===== config.mk =====
export PLATFORM = sky130hd
export DESIGN_NAME = mac_axis_accum
export DESIGN_NICKNAME = d
export VERILOG_FILES = /design/src/rtl/mac_pkg.sv /design/src/rtl/mac_sat.sv /design/src/rtl/mac_axis_accum.sv
export SDC_FILE = /design/constraint.sdc
export NUM_CORES = 1
export LEC_CHECK = 0
export ABC_CLOCK_PERIOD_IN_PS = 4200
export CAP_MARGIN = 10
export CELL_PAD_IN_SITES_DETAIL_PLACEMENT = 0
export CELL_PAD_IN_SITES_GLOBAL_PLACEMENT = 2
export CORE_UTILIZATION = 38
export DETAILED_ROUTE_END_ITERATION = 6
export GPL_TIMING_DRIVEN = 0
export PLACE_DENSITY_LB_ADDON = 0.1
export RECOVER_POWER = 100
export SLEW_MARGIN = 40
export SYNTH_ARGS = -nofsm -noshare
export SYNTH_HDL_FRONTEND = slang
export SYNTH_SLANG_ARGS = --single-unit

===== constraint.sdc =====
create_clock -name clk -period 4.2 [get_ports clk]
set_input_delay 0.63 -clock clk [delete_from_list [all_inputs] [get_ports clk]]
set_output_delay 0.63 -clock clk [all_outputs]
set_load 0.02 [all_outputs]

===== src/rtl/mac_pkg.sv =====
// Shared definitions for the MAC datapath: status flag positions, FSM states
// and a width-agnostic saturation helper shared with the threshold stage.
package mac_pkg;

    localparam int SAT_FLAG  = 0;
    localparam int WRAP_FLAG = 1;
    localparam int SAT_EXT_W = 64;

    typedef enum logic {
        ST_ACCUM = 1'b0,
        ST_HOLD  = 1'b1
    } mac_state_e;

    // Clamp an already sign/zero-extended value to out_w bits; MSB of the
    // return value is the "saturated" flag, the rest is the clamped value.
    function automatic logic [SAT_EXT_W:0] saturate(
        input logic [SAT_EXT_W-1:0] val,
        input int                   out_w,
        input bit                   is_signed
    );
        logic signed [SAT_EXT_W-1:0] smax;
        logic signed [SAT_EXT_W-1:0] smin;
        logic        [SAT_EXT_W-1:0] umax;
        logic        [SAT_EXT_W:0]   res;
        smax = (64'sd1 <<< (out_w - 1)) - 64'sd1;
        smin = -(64'sd1 <<< (out_w - 1));
        umax = (64'd1 << out_w) - 64'd1;
        res  = {1'b0, val};
        if (is_signed) begin
            if ($signed(val) > smax) begin
                res = {1'b1, smax};
            end else if ($signed(val) < smin) begin
                res = {1'b1, smin};
            end
        end else if (val > umax) begin
            res = {1'b1, umax};
        end
        return res;
    endfunction

endpackage


===== src/rtl/mac_sat.sv =====
// Combinational ACC_W -> OUT_W saturator with a flag showing the value was clamped.
module mac_sat
    import mac_pkg::*;
#(
    parameter int ACC_W  = 24,
    parameter int OUT_W  = 16,
    parameter int SIGNED = 1
) (
    input  logic [ACC_W-1:0] acc_in,
    output logic [OUT_W-1:0] sat_out,
    output logic             sat
);

    logic [SAT_EXT_W-1:0] ext;
    logic [SAT_EXT_W:0]   res;

    always_comb begin
        if (SIGNED != 0) begin
            ext = {{(SAT_EXT_W-ACC_W){acc_in[ACC_W-1]}}, acc_in};
        end else begin
            ext = {{(SAT_EXT_W-ACC_W){1'b0}}, acc_in};
        end
        res     = saturate(ext, OUT_W, SIGNED != 0);
        sat_out = res[OUT_W-1:0];
        sat     = res[SAT_EXT_W];
    end

endmodule


===== src/rtl/mac_axis_accum.sv =====
// AXI4-Stream multiply-accumulate: sums weight*data over a tlast-delimited frame
// and emits one saturated result with {wrap, sat} status per frame.
module mac_axis_accum
    import mac_pkg::*;
#(
    parameter int DATA_W   = 8,
    parameter int WEIGHT_W = 8,
    parameter int ACC_W    = 24,
    parameter int OUT_W    = 16,
    parameter int SIGNED   = 1
) (
    input  logic                       clk,
    input  logic                       reset,
    input  logic                       en,
    input  logic                       s_axis_tvalid,
    output logic                       s_axis_tready,
    input  logic [WEIGHT_W+DATA_W-1:0] s_axis_tdata,
    input  logic                       s_axis_tlast,
    output logic                       m_axis_tvalid,
    input  logic                       m_axis_tready,
    output logic [OUT_W-1:0]           m_axis_tdata,
    output logic [1:0]                 m_axis_tuser
);

    localparam int PROD_W = DATA_W + WEIGHT_W;

    mac_state_e        state_q, state_d;
    logic [ACC_W-1:0]  acc_q, acc_d;
    logic              wrap_q, wrap_d;
    logic [OUT_W-1:0]  tdata_q, tdata_d;
    logic [1:0]        tuser_q, tuser_d;

    logic [DATA_W-1:0]        data_in;
    logic [WEIGHT_W-1:0]      weight_in;
    logic signed [PROD_W-1:0] prod_s;
    logic [PROD_W-1:0]        prod_u;
    logic [ACC_W-1:0]         prod_ext;
    logic [ACC_W:0]           sum_ext;
    logic [ACC_W-1:0]         sum;
    logic                     ovf;
    logic [OUT_W-1:0]         sat_val;
    logic                     sat_flag;
    logic                     accept;
    logic                     last_accept;

    assign data_in   = s_axis_tdata[DATA_W-1:0];
    assign weight_in = s_axis_tdata[PROD_W-1:DATA_W];

    // Product and ACC_W-wide sum with overflow detection for either signedness.
    always_comb begin
        prod_s = PROD_W'($signed(data_in)) * PROD_W'($signed(weight_in));
        prod_u = PROD_W'(data_in) * PROD_W'(weight_in);
        if (SIGNED != 0) begin
            prod_ext = ACC_W'(prod_s);
        end else begin
            prod_ext = ACC_W'(prod_u);
        end
        sum_ext = {1'b0, acc_q} + {1'b0, prod_ext};
        sum     = sum_ext[ACC_W-1:0];
        if (SIGNED != 0) begin
            ovf = (acc_q[ACC_W-1] == prod_ext[ACC_W-1]) && (sum[ACC_W-1] != acc_q[ACC_W-1]);
        end else begin
            ovf = sum_ext[ACC_W];
        end
    end

    mac_sat #(
        .ACC_W (ACC_W),
        .OUT_W (OUT_W),
        .SIGNED(SIGNED)
    ) u_sat (
        .acc_in (sum),
        .sat_out(sat_val),
        .sat    (sat_flag)
    );

    always_ff @(posedge clk or posedge reset) begin
        if (reset) begin
            state_q <= ST_ACCUM;
            acc_q   <= '0;
            wrap_q  <= 1'b0;
            tdata_q <= '0;
            tuser_q <= '0;
        end else begin
            state_q <= state_d;
            acc_q   <= acc_d;
            wrap_q  <= wrap_d;
            tdata_q <= tdata_d;
            tuser_q <= tuser_d;
        end
    end

    // Next state and datapath; a last beat both loads the output and restarts the sum.
    always_comb begin
        accept      = s_axis_tvalid && s_axis_tready;
        last_accept = accept && s_axis_tlast;
        state_d     = state_q;
        acc_d       = acc_q;
        wrap_d      = wrap_q;
        tdata_d     = tdata_q;
        tuser_d     = tuser_q;
        case (state_q)
            ST_ACCUM: if (last_accept) state_d = ST_HOLD;
            ST_HOLD:  if (!last_accept && m_axis_tready) state_d = ST_ACCUM;
            default:  state_d = ST_ACCUM;
        endcase
        if (accept) begin
            if (s_axis_tlast) begin
                acc_d              = '0;
                wrap_d             = 1'b0;
                tdata_d            = sat_val;
                tuser_d[SAT_FLAG]  = sat_flag;
                tuser_d[WRAP_FLAG] = wrap_q || ovf;
            end else begin
                acc_d  = sum;
                wrap_d = wrap_q || ovf;
            end
        end
    end

    always_comb begin
        m_axis_tvalid = (state_q == ST_HOLD);
        s_axis_tready = en && (!m_axis_tvalid || m_axis_tready);
        m_axis_tdata  = tdata_q;
        m_axis_tuser  = tuser_q;
    end

endmodule


==> qor.csv <==
metric,value,unit
Final Hold Viols,0,
post-layout minimum cycle time,6.941,ns
Mapped Area,5658,µm²
"area leader, netlist",fa_1,
first-pass GRT wire length,24.34,mm
Ys Warns,0,
post-DP HPWL,11.14,mm
vias post-DR,4657,
Placed Cells,841,
share of the synthesized area in the top cell type,0.1981,
period utilization,1.653,
Die ar.,15380,µm²
RR Startpoint,acc_q[4],
area of the core,14530,µm²
top-count cell post-synth,inv_1,
syn_nets,748,
Peak Freq,144.1,MHz
final worst clock skew,0.005651,ns
Sink Count,44,
Skew-Pair Late Insertion Delay,0.29,ns
status,"finished, violations left",
Reg2Reg Depth,12,
initial antenna violation count,0,
clk slew on worst S/H paths,0.06,ns
number of synthesized flops with an enable pin,0,
vias in the first global route,4956,
Post-synth top cells,"inv_1 (100), fa_1 (56), ha_1 (54)",
chip width,124.0,µm
Max Cap Viol,0,
non-filler instance count after layout,899,
CP max FO,6,
slack of the critical path,-2.741,ns
final setup fails,36,
Initial Util,0.3893,
#FFs+latches synth,44,
largest net degree at the start of global routing,27,
WL/cell,16.16,µm
setup tns final,-74.67,ns
die height,124.0,µm
Critical Path RT,4.36,ns
failing checks,setup timing,
gpl congestion,0.8504,
post-synthesis sequential area ratio,0.1946,
Iter 0 DRT Violations,213,
Netlist cell types,63,
Syn Area/Cell,9.185,µm²
critical path data arrival time,7.11,ns
Crit Path Class,in2reg,
Final nets,846,
Worst R2R Setup Slack,0.76,ns
grt total ovfl,0,
DRC,0,
# hold bufs at CTS,0,
num rows,44,
CP Launch Type,primary input,
Critical Path Sink Type,flop,
Antenna diodes,0,
Crit path top cell by count,a21oi_2,
DR vias/cell,5.180,
Post-synth ARST share,1.000,
area delta synth->final,35.96,%
ys flop type,dfrtp_1,
WL final,14.53,mm
clock buffer depth,2,
Worst path max stage delay,0.55,ns
Mapped Cells,616,
measured slew at the worst slew-check pin,1.473,ns
"top cells by area, synth","fa_1 (20%), dfrtp_1 (19%), ha_1 (12%)",
Initial DRT Pass Iterations,5,
H-tree depth,2,
FF-to-FF End,m_axis_tdata[13],
Final Slew Violations,0,
Hold Path Sink,m_axis_tdata[15],
global router's overall resource usage,0.2041,
CTS tree,built,
Min-Delay Startpoint,m_axis_tdata[15],
port buffer count,40,
clock root cell,clkbuf_16,
Hold Path Stages,2,
RSZ-0062 raised after global routing,true,
Routed Antenna Nets,0,
Relative slew margins,0.01802,
# IOs,42,
layout cells sized above 1,0.3203,
slowest CP cell,fa_1,
CTS Buf Count,5,
worst hold-check path type,reg2reg,
[sequential cells by signal (all words and copies together), names as in the netlist]
register       count
acc_q             24
m_axis_tdata      16
m_axis_tuser       2
m_axis_tvalid      1
wrap_q             1
[metal layers]
layer / up-vias / track usage / share of wire
li1: 2268 / - / -
met1: 2308 / 0.2708 / 0.46
met2: 71 / 0.3604 / 0.50
met3: 10 / 0.02015 / 0.029
met4: 0 / 0.04018 / 0.0086
met5: - / 0 / 0
[logic make-up (layout without fill, tap and decap cells)]
family                     after synthesis  after routing  share of synthesized area
and+or+nand+nor                        177            177                     0.1667
AOI/OAI and AO/OA                      138            138                     0.1855
buffers and inverters                  111            210                    0.07629
adders and majority gates              110            110                     0.3176
DFF                                     44             44                     0.1946
xor gates and xnor gates                33             33                    0.05374
muxes                                    3              3                   0.005529
[stage by stage]
step | util | hold WS, ns | setup slack [ns] | instance area (µm²)
after global routing | 0.5293 | 0.5163 | -2.965 | 7692
after floorplan | - | 0.4551 | -2.540 | 5946
after CTS | 0.5133 | 0.4941 | -2.631 | 7460
after detailed placement | 0.4540 | 0.4783 | -3.919 | 6599
final | 0.5293 | 0.4934 | -2.741 | 7692
after global placement | 0.4525 | 0.4708 | -3.879 | 6576
[how the worst max path moves through the flow]
stage / startpoint / cells past startpoint / end
2_1_floorplan: s_axis_tdata[10] / 27 / m_axis_tdata[10]
3_3_place_gp: s_axis_tdata[3] / 30 / m_axis_tdata[10]
3_5_place_dp: s_axis_tdata[3] / 30 / m_axis_tdata[10]
4_1_cts: s_axis_tdata[10] / 30 / m_axis_tdata[10]
5_1_grt: s_axis_tdata[10] / 31 / m_axis_tdata[12]
6_report: s_axis_tdata[10] / 31 / m_axis_tdata[13]
[layout by cell type, fill, tap and decap left out, drive strengths merged, types with 3 or more instances in the layout]
master,Yosys,final
a211oi,7,7
nor3,10,10
a221oi,3,3
o21bai,6,6
and3,5,5
o21a,3,3
nand3,6,6
and2,48,48
inv,100,99
xnor2,21,21
nand2b,3,3
ha,54,54
a22o,19,19
dlygate4sd3,0,22
fa,56,56
o21ai,31,31
clkbuf,9,19
xor2,11,11
a21o,14,14
nor4,3,3
nor2b,9,9
nor2,42,42
buf,2,64
nand2,34,34
and4,3,3
o22ai,16,16
dfrtp,44,44
or2,5,5
a21oi,23,23
[critical path, delay by kind of cell]
kind,cells,cell delay (ns)
AOI/OAI and AO/OA,15,2.47
buffers and inverters,5,0.54
xor gates and xnor gates,1,0.17
and+or+nand+nor,3,0.87
adders and majority gates,7,2.42
[cell type report]
| type | instances | area (µm²) |
|---|---|---|
| clock inverter | 2 | 38.79 |
| tap | 184 | 230.2 |
| timing repair buffer | 90 | 820.8 |
| multi-input combinational | 461 | 4895 |
| inverter | 100 | 381.6 |
| buffer | 11 | 80.08 |
| clock buffer | 6 | 138.9 |
| fill | 1352 | 6842 |
| sequential | 44 | 1101 |
| timing repair inverter | 1 | 6.256 |
[repair_timing]
item	4_1_cts	5_1_grt
setup endpoints to repair	38	37
pin swaps	71	37
setup buffers	37	13
cloned	2	0
gates resized for setup	173	41
Power is left out: the tool's default activity adds up to more than one toggle a clock period on the data nets, which glitch-free logic cannot reach.
